`config.mk`:
```
export PLATFORM = sky130hd
export DESIGN_NAME = serial_subtractor
export DESIGN_NICKNAME = d
export VERILOG_FILES = /design/src/rtl/serial_sub_pkg.sv /design/src/rtl/full_subtractor.sv /design/src/rtl/serial_subtractor.sv
export SDC_FILE = /design/constraint.sdc
export NUM_CORES = 1
export LEC_CHECK = 0
export CORE_AREA = 8 8 68 70
export CTS_BUF_LIST = sky130_fd_sc_hd__clkbuf_4 sky130_fd_sc_hd__clkbuf_8
export DETAILED_ROUTE_END_ITERATION = 10
export DIE_AREA = 0 0 76 78
export PLACE_DENSITY = 0.81
export SLEW_MARGIN = 20
export SYNTH_ARGS = -nofsm -noshare
export SYNTH_HDL_FRONTEND = slang
export SYNTH_HIERARCHICAL = 1
export SYNTH_SLANG_ARGS = --single-unit
```
`constraint.sdc`:
```
create_clock -name clk -period 1.4 [get_ports clk]
set_input_delay 0.35 -clock clk [delete_from_list [all_inputs] [get_ports clk]]
set_output_delay 0.35 -clock clk [all_outputs]
set_load 0.1 [all_outputs]
```
`src/rtl/serial_sub_pkg.sv`:
```
// Shared types and sizing helpers for the bit-serial subtractor.
package serial_sub_pkg;

    // Controller states: waiting, shifting one bit per clock, result pulse.
    typedef enum logic [1:0] {
        IDLE = 2'd0,
        RUN  = 2'd1,
        DONE = 2'd2
    } state_t;

    // Bit-counter width for an n-bit operand; never narrower than one bit.
    function automatic int cnt_width(input int n);
        return (n > 2) ? $clog2(n) : 1;
    endfunction

endpackage

```
`src/rtl/full_subtractor.sv`:
```
// Combinational 1-bit full-subtractor cell: d = a - b - bin, with borrow out.
module full_subtractor (
    input  logic a_i,
    input  logic b_i,
    input  logic bin_i,
    output logic d_o,
    output logic bout_o
);

    // Difference bit and borrow generation for a single bit position.
    always_comb begin
        d_o    = a_i ^ b_i ^ bin_i;
        bout_o = (~a_i & b_i) | (~(a_i ^ b_i) & bin_i);
    end

endmodule

```
`src/rtl/serial_subtractor.sv`:
```
// Bit-serial N-bit subtractor: diff = a - b - bin, LSB first, one bit per clock
// through a single full-subtractor cell. start/done handshake: start is taken
// only in IDLE or DONE; done is a one-cycle pulse marking diff/bout valid, and
// diff/bout hold their value until the next completion.
module serial_subtractor
    import serial_sub_pkg::*;
#(
    parameter int N = 8
) (
    input  logic         clk,
    input  logic         rst,
    input  logic         start,
    input  logic [N-1:0] a,
    input  logic [N-1:0] b,
    input  logic         bin,
    output logic         busy,
    output logic         done,
    output logic [N-1:0] diff,
    output logic         bout
);

    localparam int            CW       = cnt_width(N);
    localparam logic [CW-1:0] CNT_LAST = CW'(N - 1);

    state_t         state_q, state_d;
    logic [N-1:0]   a_q, a_d;
    logic [N-1:0]   b_q, b_d;
    logic [N-1:0]   res_q, res_d;
    logic [N-1:0]   diff_q, diff_d;
    logic           br_q, br_d;
    logic           bout_q, bout_d;
    logic [CW-1:0]  cnt_q, cnt_d;
    logic           cell_d;
    logic           cell_bout;

    // The one shared arithmetic cell always looks at the operand LSBs.
    full_subtractor u_cell (
        .a_i    (a_q[0]),
        .b_i    (b_q[0]),
        .bin_i  (br_q),
        .d_o    (cell_d),
        .bout_o (cell_bout)
    );

    // Next-state and datapath update: accept, shift one bit, or publish result.
    always_comb begin
        state_d = state_q;
        a_d     = a_q;
        b_d     = b_q;
        res_d   = res_q;
        diff_d  = diff_q;
        br_d    = br_q;
        bout_d  = bout_q;
        cnt_d   = cnt_q;
        case (state_q)
            IDLE, DONE: begin
                if (start) begin
                    a_d     = a;
                    b_d     = b;
                    br_d    = bin;
                    res_d   = '0;
                    cnt_d   = '0;
                    state_d = RUN;
                end else begin
                    state_d = IDLE;
                end
            end
            RUN: begin
                a_d   = {1'b0, a_q[N-1:1]};
                b_d   = {1'b0, b_q[N-1:1]};
                br_d  = cell_bout;
                res_d = {cell_d, res_q[N-1:1]};
                cnt_d = cnt_q + 1'b1;
                if (cnt_q == CNT_LAST) begin
                    // Last bit: the freshly shifted word is the full result.
                    diff_d  = {cell_d, res_q[N-1:1]};
                    bout_d  = cell_bout;
                    cnt_d   = '0;
                    state_d = DONE;
                end
            end
            default: state_d = IDLE;
        endcase
    end

    // All state and datapath registers; reset clears everything asynchronously.
    always_ff @(posedge clk or posedge rst) begin
        if (rst) begin
            state_q <= IDLE;
            a_q     <= '0;
            b_q     <= '0;
            res_q   <= '0;
            diff_q  <= '0;
            br_q    <= 1'b0;
            bout_q  <= 1'b0;
            cnt_q   <= '0;
        end else begin
            state_q <= state_d;
            a_q     <= a_d;
            b_q     <= b_d;
            res_q   <= res_d;
            diff_q  <= diff_d;
            br_q    <= br_d;
            bout_q  <= bout_d;
            cnt_q   <= cnt_d;
        end
    end

    // Status flags decode straight from the state register, so they are glitch-free.
    always_comb begin
        busy = (state_q == RUN);
        done = (state_q == DONE);
        diff = diff_q;
        bout = bout_q;
    end

endmodule

```
# After elaboration in Yosys (flattened, before gate mapping)
# Cells that the tools add are included.
totals:
  regBits: 39
  latch_bits: 0
  ramBits: 0
  rom_bits: 0
  in_bits: 20
  out_inout_bits: 11
  elab_cells: 40
  memories: 0
op_classes:
  add_sub_neg: 1
  mul: 0
  n_div: 0
  order_cmp: 0
  eq_ne: 5
  shifts: 0
  mux: 14
  n_bitwise: 7
  n_reduce_logical: 5
op_table:
  columns: ["op", "n"]
  rows:
  - ["case mux 8 bit (2 select lines)", 3]
  - ["two-way mux 8 bit", 3]
  - ["two-way mux 3 bit", 2]
  - ["case mux 3 bit (2 select lines)", 1]
  - ["case mux 2 bit (2 select lines)", 1]
  - ["AND reduction 2 bit", 2]
  - ["adder 3 x 1 -> 3 bit, second input constant", 1]
  - ["== test 3 bit, second input constant", 1]
  - ["bitwise AND 1 bit", 2]
  - ["== test 2 x 1 -> 1 bit, second input constant", 1]
  - ["== test 2 bit, second input constant", 1]
  - ["zero test 2 bit", 1]
  - ["two-way mux 1 bit", 2]
  - ["two-way mux 2 bit", 1]
  - ["!= test 2 x 1 -> 1 bit, second input constant", 1]
  - ["!= test 2 bit, second input constant", 1]
  - ["inverter 1 bit", 2]
  - ["case mux 1 bit (2 select lines)", 1]
  - ["nonzero test 2 bit", 1]
  - ["OR reduction 2 bit", 1]
  - ["XOR 1 bit", 2]
  - ["OR 1 bit", 1]

# Longest topological paths before layout
# Gate-level depths: netlist (run 1).
depth:
  ltp_word: 5
  mapped_depth: 6
  ltp_nobuf: 5

# Hierarchy
# Netlist (run 1), hierarchy kept.
modules_own_cells:
  columns: ["mod", "n_inst", "cells_per_inst", "area_each_um2", "seq_area_each_um2"]
  rows:
  - ["serial_subtractor", 1, 126, 1597.8, 950.9]
  - ["full_subtractor", 1, 4, 31.3, 0.0]

# Least setup slack after synthesis (run 1)
# OpenSTA, ideal clock, no wires.
synth_timing:
  path_type: "reg2out"
  startpoint: "reg state_q[1]"
  endpoint: "out busy"
  arrival_time_ns: 1.239
  t_required_ns: 1.050
  path_slack_ns: -0.189
  stages_incl_launch_ff: 5
  n_path_buf: 2
  path_cell_list: "dfrtp_1 nand2b_1 buf_6 inv_8 buf_2"
synth_between:
  elab_chain_cells: 1
synth_lines:
  columns: ["item", "line_no", "source"]
  rows:
  - ["start, declared", "serial_subtractor.sv:25", "state_t state_q, state_d;"]
  - ["start signal, assigned", "serial_subtractor.sv:98", "state_q <= state_d;"]
  - ["== test 2 x 1 -> 1 bit", "serial_subtractor.sv:111", "busy = (state_q == RUN);"]
  - ["end, declared", "serial_subtractor.sv:16", "output logic busy,"]
# No other way between the ends.

# Worst setup path in the final report (run 1)
layout_timing:
  startpoint: "reg state_q[1]"
  endpoint: "out done"
layout_between:
  elab_chain_cells: 1
layout_lines:
  columns: ["item", "line_no", "source"]
  rows:
  - ["== test 2 bit", "serial_subtractor.sv:112", "done = (state_q == DONE);"]
  - ["end, declared", "serial_subtractor.sv:17", "output logic done,"]
# No other way between the ends.

==> results of run 1 <==
==> kinds of logic (layout without fill, tap and decap cells) <==
group,count (synthesis),count (layout),share of synthesized area (%)
buf+inv,13,67,4.53
compound gates,29,29,12.8
fa+ha+maj,3,3,2.76
mux,11,11,9.52
flops,38,38,58.4
simple gates,36,36,12.0
==> flip-flops by register name, indices dropped and copies added, names as in the netlist <==
name,cells
br_q,1
a_q,8
b_q,8
bout,1
state_q,2
diff,8
cnt_q,3
res_q,7
==> timing repair <==
action / CTS / global route
gates resized for setup: 7 / 20
setup endpoints to repair: 11 / 25
pin swaps: 1 / 1
buffers inserted: 5 / 4
==> final cells by class <==
class	count	area [sq um]
well taps	48	60.1
multi-input cells	79	683
fillers	247	1130
clock buffers	5	37.5
repair buffers	54	644
clock inverters	2	10.0
inverters	6	30.0
flip-flops and latches	38	951
==> metrics by stage <==
stage               setup WS (ns)  utilization [%]  setup TNS [ns]  area (sq um)  hold slack, ns
finish                     -0.205             68.0          -0.842          2420           0.354
global route               -0.238             68.0           -1.76          2420           0.363
CTS                        -0.196             64.6          -0.678          2290           0.362
detailed placement         -0.211             61.5           -3.71          2180           0.489
global placement           -0.132             61.5           -2.46          2180           0.488
floorplan                 -0.0226                -         -0.0226          1630           0.466
==> worst max-delay path, cell delays in order, from the launching register on <==
cell	delay [ns]
dfrtp_1	0.41
buf_6	0.12
and2b_2	0.21
buf_12	0.17
==> metal layers <==
metal / global-route usage (%) / part of all wire, %
met1: 15.1 / 40
met3: 3.57 / 5.1
met5: 0 / 0
met4: 6.08 / 2.3
met2: 23.1 / 52
==> worst max-delay path by stage <==
stage | from | endpoint | slack [ns] | cells past startpoint
after global routing | state_q[1] | done | -0.24 | 3
after detailed placement | start | b_q[1] | -0.21 | 6
final | state_q[1] | done | -0.21 | 3
after CTS | state_q[1] | done | -0.20 | 3
after global placement | start | a_q[6] | -0.13 | 5
after floorplan | state_q[1] | busy | -0.02 | 4
==> where the power goes <==
group	total [mW]	internal [mW]	switching, mW
combinational	3.90	1.76	2.13
clock	0.532	0.181	0.352
sequential	2.06	1.62	0.445
total	6.49	3.56	2.93
==> layout by cell type, fill, tap and decap left out, drive strengths merged <==
cell type       n
dfrtp          38
buf            35
clkdlybuf4s50  19
nor2           14
nor3           14
o22ai          13
a22o           10
mux2            9
inv             6
clkbuf          5
o21ai           2
mux2i           2
clkinv          2
nand2b          2
and2b           2
ha              2
nand2           1
a21o            1
and3b           1
a221o           1
nand3           1
nor2b           1
a211oi          1
a21oi           1
fa              1
==> flow_metrics.env, run 1 <==
export IMPL_status="finished with violations"
export IMPL_violations="setup timing"
export IMPL_period_needed_ns=1.61
export IMPL_r2r_end="a_q[6]"
export IMPL_coreArea_sq_um=3550
export IMPL_clock_root_buffer="clkbuf_4"
export IMPL_num_antenna_cells=0
export IMPL_synth_main_ff_cell="dfrtp_1"
export IMPL_critPathArrivalTime_ns=1.26
export IMPL_antenna_found_initial=0
export IMPL_setup_slack_ns=-0.205
export IMPL_max_freq_ghz=0.623
export IMPL_grt_max_degree=39
export IMPL_synth_area_per_cell_sq_um=12.5
export IMPL_cts_sinks=38
export IMPL_ys_warnings_count=6
export IMPL_yosysSeqAreaShare_pct=58.4
export IMPL_hold_buffers=0
export IMPL_worst_ep_required_time_ns=1.05
export IMPL_totalWireLength_um=4230
export IMPL_fp_dieH_um=78
export IMPL_ys_top_cells_by_area="dfrtp_1 58%, mux2_4 8.3%, a22o_1 5.4%, o22ai_1 5.0%, nor3_1 4.3%"
export IMPL_worst_slew_pin_slew_ns=0.280
export IMPL_die_x_um=76
export IMPL_cts_max_level=2
export IMPL_grt_overflow_total=0
export IMPL_vias=1271
export IMPL_synth_top_area_cell="dfrtp_1"
export IMPL_skew_ns=0.0140
export IMPL_grt_pass1_vias=1380
export IMPL_timing_rr_start="state_q[0]"
export IMPL_syn_to_final_growth_pct=48.3
export IMPL_maxSlewHeadroom_pct=81.3
export IMPL_drive_above_1_share_pct=37.5
export IMPL_fin_nets=207
export IMPL_ios=31
export IMPL_die_area_sq_um=5930
export IMPL_synth_cell_types=27
export IMPL_ff2ff_setup_slack_ns=-0.13
export IMPL_final_max_slew_viol_count=0
export IMPL_min_period_over_period_pct=115
export IMPL_start_util_pct=45.9
export IMPL_grtUsageTotal_pct=13.3
export IMPL_grt_pass1_wl_um=6400
export IMPL_clockBufferDepth=2
export IMPL_p_per_area_nw_per_um2=2690
export IMPL_r2r_worst_path_cells=6
export IMPL_io_buffers=30
export IMPL_num_rows=22
export IMPL_rsz0062_at_grt="true"
export IMPL_p_leak_nw=1.12
export IMPL_power_mw=6.49
export IMPL_worstSetupEndpointType="output pin"
export IMPL_syn_nets=153
export IMPL_critPathKind="reg -> out"
export IMPL_maxCapViolCount=0
export IMPL_numCtsBuffers=5
export IMPL_hold_class="in -> async"
export IMPL_cts_tree="yes"
export IMPL_fin_cells=232
export IMPL_drc=0
export IMPL_wl_per_cell_um=18.2
export IMPL_dpl_cell_count=216
export IMPL_first_iter_violations=97
export IMPL_startpoint_type="register"
export IMPL_synth_top_area_share_pct=58.4
export IMPL_syn_cell_area_sq_um=1630
export IMPL_dp_hpwl_um=2690
export IMPL_syn_inst=130
export IMPL_finalSetupViolations=15
export IMPL_path_max_fanout=2
export IMPL_path_clk_slew_ns=0.12
export IMPL_synth_async_reset_ratio_pct=100
export IMPL_synth_seq_cells=38
export IMPL_hold_viol=0
export IMPL_ir_drop_v=0.00146
export IMPL_synth_most_common_cell="dfrtp_1"
export IMPL_synth_edff_count=0
export IMPL_netlist_top_cells_count="38 x dfrtp_1, 14 x nor3_1, 13 x nor2_1, 13 x o22ai_1, 10 x a22o_1"
export IMPL_antenna_left=0
export IMPL_insertion_delay_ns=0.35
export IMPL_place_gp_congestion=0.798
export IMPL_first_pass_iters=4
export IMPL_viasPerCell=5.48
(Power assumes the default switching activity.)
==> run 2, diff against run 1 <==
--- a/config.mk
+++ b/config.mk
@@ -5,10 +5,12 @@
 export SDC_FILE = /design/constraint.sdc
 export NUM_CORES = 1
 export LEC_CHECK = 0
-export CORE_AREA = 8 8 68 70
+export CELL_PAD_IN_SITES_DETAIL_PLACEMENT = 0
+export CELL_PAD_IN_SITES_GLOBAL_PLACEMENT = 1
+export CORE_AREA = 8 8 75 77
 export CTS_BUF_LIST = sky130_fd_sc_hd__clkbuf_4 sky130_fd_sc_hd__clkbuf_8
 export DETAILED_ROUTE_END_ITERATION = 10
-export DIE_AREA = 0 0 76 78
+export DIE_AREA = 0 0 83 85
 export PLACE_DENSITY = 0.81
 export SLEW_MARGIN = 20
 export SYNTH_ARGS = -nofsm -noshare
==> run 2 against run 1 <==
  * Largest power group unchanged
  * Global-route usage fell by 2.8 points
  * The run still ends with setup timing left
  * Critical path depth stayed put
  * Register-to-register slack better by 0.18 ns
  * Final cell count grew 1.3%
  * Critical path type unchanged
  * Critical endpoint unchanged
==> flow_metrics.env, run 2 (same netlist as run 1, synthesis figures left out) <==
export IMPL_status="finished with violations"
export IMPL_violations="setup timing"
export IMPL_syn_to_final_growth_pct=46.2
export IMPL_cts_tree="yes"
export IMPL_power_frac_seq_pct=30.8
export IMPL_swShare_pct=42.7
export IMPL_cp_slowest_stage_delay_ns=0.41
export IMPL_insertion_delay_ns=0.29
export IMPL_power_share_clock_pct=14.0
export IMPL_startpoint_type="register"
export IMPL_p_leak_nw=1.10
export IMPL_max_freq_ghz=0.647
export IMPL_path_clk_slew_ns=0.08
export IMPL_worst_ep_required_time_ns=1.05
export IMPL_cp_cell_sequence="buf_6, and2b_2, buf_12"
export IMPL_fin_util_pct=52.5
export IMPL_rsz0062_at_grt="true"
export IMPL_place_gp_congestion=0.778
export IMPL_maxSlewHeadroom_pct=86.0
export IMPL_hold_viol=0
export IMPL_ir_drop_v=0.00133
export IMPL_final_max_slew_viol_count=0
export IMPL_hold_buffers=0
export IMPL_die_area_sq_um=7060
export IMPL_worstSetupEndpointType="output pin"
export IMPL_grt_pass1_wl_um=6180
export IMPL_grt_busiest_layer="met2"
export IMPL_grt_use_met3_pct=4.21
export IMPL_period_needed_ns=1.55
export IMPL_num_rows=25
export IMPL_placed_area_sq_um=2170
export IMPL_skew_ns=0.00771
export IMPL_antenna_left=0
export IMPL_path_max_fanout=2
export IMPL_worst_slew_pin_slew_ns=0.209
export IMPL_die_x_um=83
export IMPL_clockBufferDepth=2
export IMPL_finalSetupViolations=2
export IMPL_wl_per_cell_um=16.1
export IMPL_grt_max_degree=39
export IMPL_cts_max_level=2
export IMPL_final_common_cell="dfrtp_1"
export IMPL_drc=0
export IMPL_setup_slack_ns=-0.147
export IMPL_grt_overflow_total=0
export IMPL_combPwrFrac_pct=55.2
export IMPL_num_antenna_cells=0
export IMPL_critPathArrivalTime_ns=1.20
export IMPL_io_buffers=30
export IMPL_layout_common_cells="37 x dfrtp_1, 19 x clkdlybuf4s50_1, 16 x buf_4"
export IMPL_start_util_pct=35.9
export IMPL_antenna_found_initial=0
export IMPL_stdcell_area_sq_um=2380
export IMPL_critical_path_top_delay_family="flip-flops"
export IMPL_grt_use_met1_pct=11.4
export IMPL_critPathKind="reg -> out"
export IMPL_use_met2_pct=18.2
export IMPL_dp_hpwl_um=2570
export IMPL_maxCapViolCount=0
export IMPL_cp_slowest_cell="dfrtp_1"
export IMPL_grtUsageTotal_pct=10.6
export IMPL_totalWireLength_um=3790
export IMPL_numCtsBuffers=5
export IMPL_fin_nets=203
export IMPL_p_per_area_nw_per_um2=2790
export IMPL_hold_class="in -> async"
export IMPL_coreArea_sq_um=4540
export IMPL_grt_pass1_vias=1346
export IMPL_power_mw=6.64
export IMPL_min_period_over_period_pct=110
export IMPL_first_iter_violations=35
export IMPL_first_pass_iters=4
export IMPL_viasPerCell=5.17
export IMPL_clock_root_buffer="clkbuf_8"
export IMPL_p_switching_mw=2.84
export IMPL_cp_num_buf_inv=2
export IMPL_internal_power_mw=3.81
export IMPL_cts_sinks=38
export IMPL_vias=1215
export IMPL_ios=31
export IMPL_place_worst_setup_slack_ns=-0.221
export IMPL_drive_above_1_share_pct=30.9
export IMPL_fp_dieH_um=85
export IMPL_hold_slack_ns=0.405
[run 2: changes by cell type in the layout (fill, tap and decap cells not counted), sizes merged]
cell,previous run,this run
nand2,1,2
clkinv,2,0
bufinv,0,1
clkinvlp,0,2
buf,35,30
[run 2: worst min-delay path, stage by stage]
cell and delay (ns):
clkdlybuf4s50_1 0.40, inv_1 0.09, buf_12 0.23
[run 2: worst paths after layout]
path / from / to / slack, ns / cells past startpoint
max: state_q[1] / done / -0.15 / 3
min: rst / res_q[1] / 0.41 / 3
max reg2reg: cnt_q[0] / diff[0] / 0.05 / 4
min reg2reg: res_q[1] / res_q[1] / 0.51 / 1
max in group asynchronous: rst / state_q[0] / 0.79 / 3
min in group clk: res_q[1] / res_q[1] / 0.51 / 1
[run 2: cell type report]
type / count / area, sq um
clock inverter: 3 / 45.0
clock buffer: 5 / 68.8
timing repair buffer: 49 / 582
fill: 382 / 2150
sequential: 38 / 952
tap: 54 / 67.6
inverter: 6 / 30.0
multi-input combinational: 80 / 637
[run 2: power by group through the flow]
stage	Clock [mW]	Sequential, mW	Combinational, mW
4_1_cts	0.957	2.04	3.50
3_5_place_dp	0	2.05	3.42
2_1_floorplan	0	2.75	1.55
5_1_grt	1.01	2.10	3.88
6_report	0.933	2.04	3.67
3_3_place_gp	0	2.02	3.34
[run 2: metrics by stage]
step / instances / TNS [ns]
after floorplan: 130 / -0.0226
after global placement: 220 / -3.30
after detailed placement: 220 / -4.17
after CTS: 230 / -0.572
after global routing: 235 / -0.322
final: 235 / -0.214
[run 2: what timing repair did]
item,4_1_cts,5_1_grt
setup buffers,2,4
gates resized for setup,4,5
pin swaps,0,1
gates cloned,0,1
setup endpoints to repair,12,25
[run 2: layer usage]
layer	share of wire [%]	wire (um)
met5	0	0
met4	1.2	47
met3	5.5	209
met2	49	1860
met1	44	1670
==> run 3, diff against run 2 <==
--- a/config.mk
+++ b/config.mk
@@ -5,6 +5,7 @@
 export SDC_FILE = /design/constraint.sdc
 export NUM_CORES = 1
 export LEC_CHECK = 0
+export CAP_MARGIN = 20
 export CELL_PAD_IN_SITES_DETAIL_PLACEMENT = 0
 export CELL_PAD_IN_SITES_GLOBAL_PLACEMENT = 1
 export CORE_AREA = 8 8 75 77
@@ -12,6 +13,7 @@
 export DETAILED_ROUTE_END_ITERATION = 10
 export DIE_AREA = 0 0 83 85
 export PLACE_DENSITY = 0.81
+export RECOVER_POWER = 100
 export SLEW_MARGIN = 20
 export SYNTH_ARGS = -nofsm -noshare
 export SYNTH_HDL_FRONTEND = slang
==> run 3 against run 2 <==
  * The flow still finishes with violations (setup timing)
  * Non-clock buffer count stayed put
  * Clock skew increased by 0.00060 ns
  * Design area decreased by 6.2%
  * Die area unchanged
  * Sequential power shrank 3%
  * Combinational power shrank 9.3%
  * Register-to-register slack got worse by 0.13 ns
  * Critical endpoint unchanged
  * Largest cell class unchanged
==> flow_metrics.env, run 3 (same netlist as run 1, synthesis figures left out) <==
export IMPL_status="finished with violations"
export IMPL_violations="setup timing"
export IMPL_hold_buffers=0
export IMPL_grt_overflow_total=0
export IMPL_cts_sinks=38
export IMPL_ir_drop_v=0.00132
export IMPL_final_max_slew_viol_count=0
export IMPL_period_needed_ns=1.55
export IMPL_clock_root_buffer="clkbuf_8"
export IMPL_hold_viol=0
export IMPL_worst_ep_required_time_ns=1.05
export IMPL_path_max_fanout=2
export IMPL_first_iter_violations=34
export IMPL_skew_ns=0.00831
export IMPL_rsz0062_at_grt="true"
export IMPL_p_per_area_nw_per_um2=2790
export IMPL_clockBufferDepth=2
export IMPL_p_leak_nw=1.05
export IMPL_worst_slew_pin_slew_ns=0.838
export IMPL_drive_above_1_share_pct=29.8
export IMPL_syn_to_final_growth_pct=37.2
export IMPL_io_buffers=30
export IMPL_insertion_delay_ns=0.29
export IMPL_fp_dieH_um=85
export IMPL_maxCapViolCount=0
export IMPL_fin_setup_tns_ns=-0.547
export IMPL_num_antenna_cells=0
export IMPL_num_rows=25
export IMPL_numCtsBuffers=5
export IMPL_setup_slack_ns=-0.148
export IMPL_grt_pass1_vias=1346
export IMPL_ios=31
export IMPL_vias=1213
export IMPL_dp_hpwl_um=2570
export IMPL_layout_common_cells="37 x dfrtp_1, 24 x buf_4, 18 x clkdlybuf4s50_1"
export IMPL_drc=0
export IMPL_cts_tree="yes"
export IMPL_fin_cells=235
export IMPL_antenna_left=0
export IMPL_worstSetupEndpointType="output pin"
export IMPL_first_pass_iters=4
export IMPL_final_common_cell="dfrtp_1"
export IMPL_path_clk_slew_ns=0.08
export IMPL_critPathKind="reg -> out"
export IMPL_max_freq_ghz=0.646
export IMPL_critPathArrivalTime_ns=1.20
export IMPL_start_util_pct=35.9
export IMPL_wl_per_cell_um=16.3
export IMPL_place_gp_congestion=0.778
export IMPL_dpl_cell_count=220
export IMPL_grtUsageTotal_pct=10.6
export IMPL_maxSlewHeadroom_pct=44.1
export IMPL_totalWireLength_um=3830
export IMPL_grt_max_degree=39
export IMPL_cts_max_level=2
export IMPL_die_area_sq_um=7060
export IMPL_min_period_over_period_pct=111
export IMPL_die_x_um=83
export IMPL_startpoint_type="register"
export IMPL_fin_nets=203
export IMPL_viasPerCell=5.16
export IMPL_grt_pass1_wl_um=6180
export IMPL_finalSetupViolations=7
export IMPL_coreArea_sq_um=4540
export IMPL_antenna_found_initial=0
export IMPL_hold_class="reg -> reg"
-- run 3: changes by cell type in the layout (fill, tap and decap cells not counted), sizes merged --
cell	before	now
clkbuf	5	6
buf	30	29
dlygate4sd3	0	1
clkdlybuf4s50	19	18
-- run 3: final cells by class --
type                    instances  area (sq um)
repair buffers                 49           450
flip-flops and latches         38           952
multi-input cells              80           621
clock buffers                   5          68.8
well taps                      54          67.6
fillers                       399          2300
clock inverters                 3          45.0
inverters                       6          30.0
-- run 3: final timing paths --
path	start	to	slack, ns	cells after the start
worst min register to register	res_q[1]	res_q[1]	0.50	1
min in group asynchronous	rst	diff[2]	0.61	3
max in group asynchronous	rst	state_q[0]	0.20	3
worst max register to register	cnt_q[0]	diff[0]	-0.08	4
worst min-delay path	res_q[1]	res_q[1]	0.50	1
worst max-delay path	state_q[1]	done	-0.15	3
-- run 3: metal layers --
metal | wire (um) | vias up | global-route usage (%)
met5 | 0 | - | 0
met4 | 51 | 0 | 3.83
met3 | 142 | 5 | 4.21
met2 | 1860 | 31 | 18.2
met1 | 1780 | 609 | 11.4
li1 | - | 568 | -
-- run 3: critical path, cell delays in order (launching register included) --
cell	delay, ns
dfrtp_1	0.41
buf_6	0.13
and2b_2	0.20
buf_12	0.16
-- run 3: report_power, final --
group / switching (mW) / internal (mW)
sequential: 0.357 / 1.62
clock: 0.404 / 0.530
combinational: 1.99 / 1.34
total: 2.75 / 3.49
-- run 3: metrics by stage --
step	area (sq um)	power (mW)	hold slack, ns	worst slack (ns)	util (%)
floorplan	1630	4.30	0.466	-0.0226	-
global placement	2170	5.35	0.489	-0.188	47.9
detailed placement	2170	5.47	0.490	-0.221	47.9
CTS	2310	6.50	0.411	-0.156	51.0
global route	2230	6.59	0.532	-0.189	49.3
finish	2230	6.24	0.505	-0.148	49.3
-- run 3: timing repair --
item	CTS	global route
setup endpoints to repair	12	25
endpoints found under the hold margin	0	0
pin swaps	0	1
buffers inserted	2	4
resized for setup	4	5
gates cloned	0	1
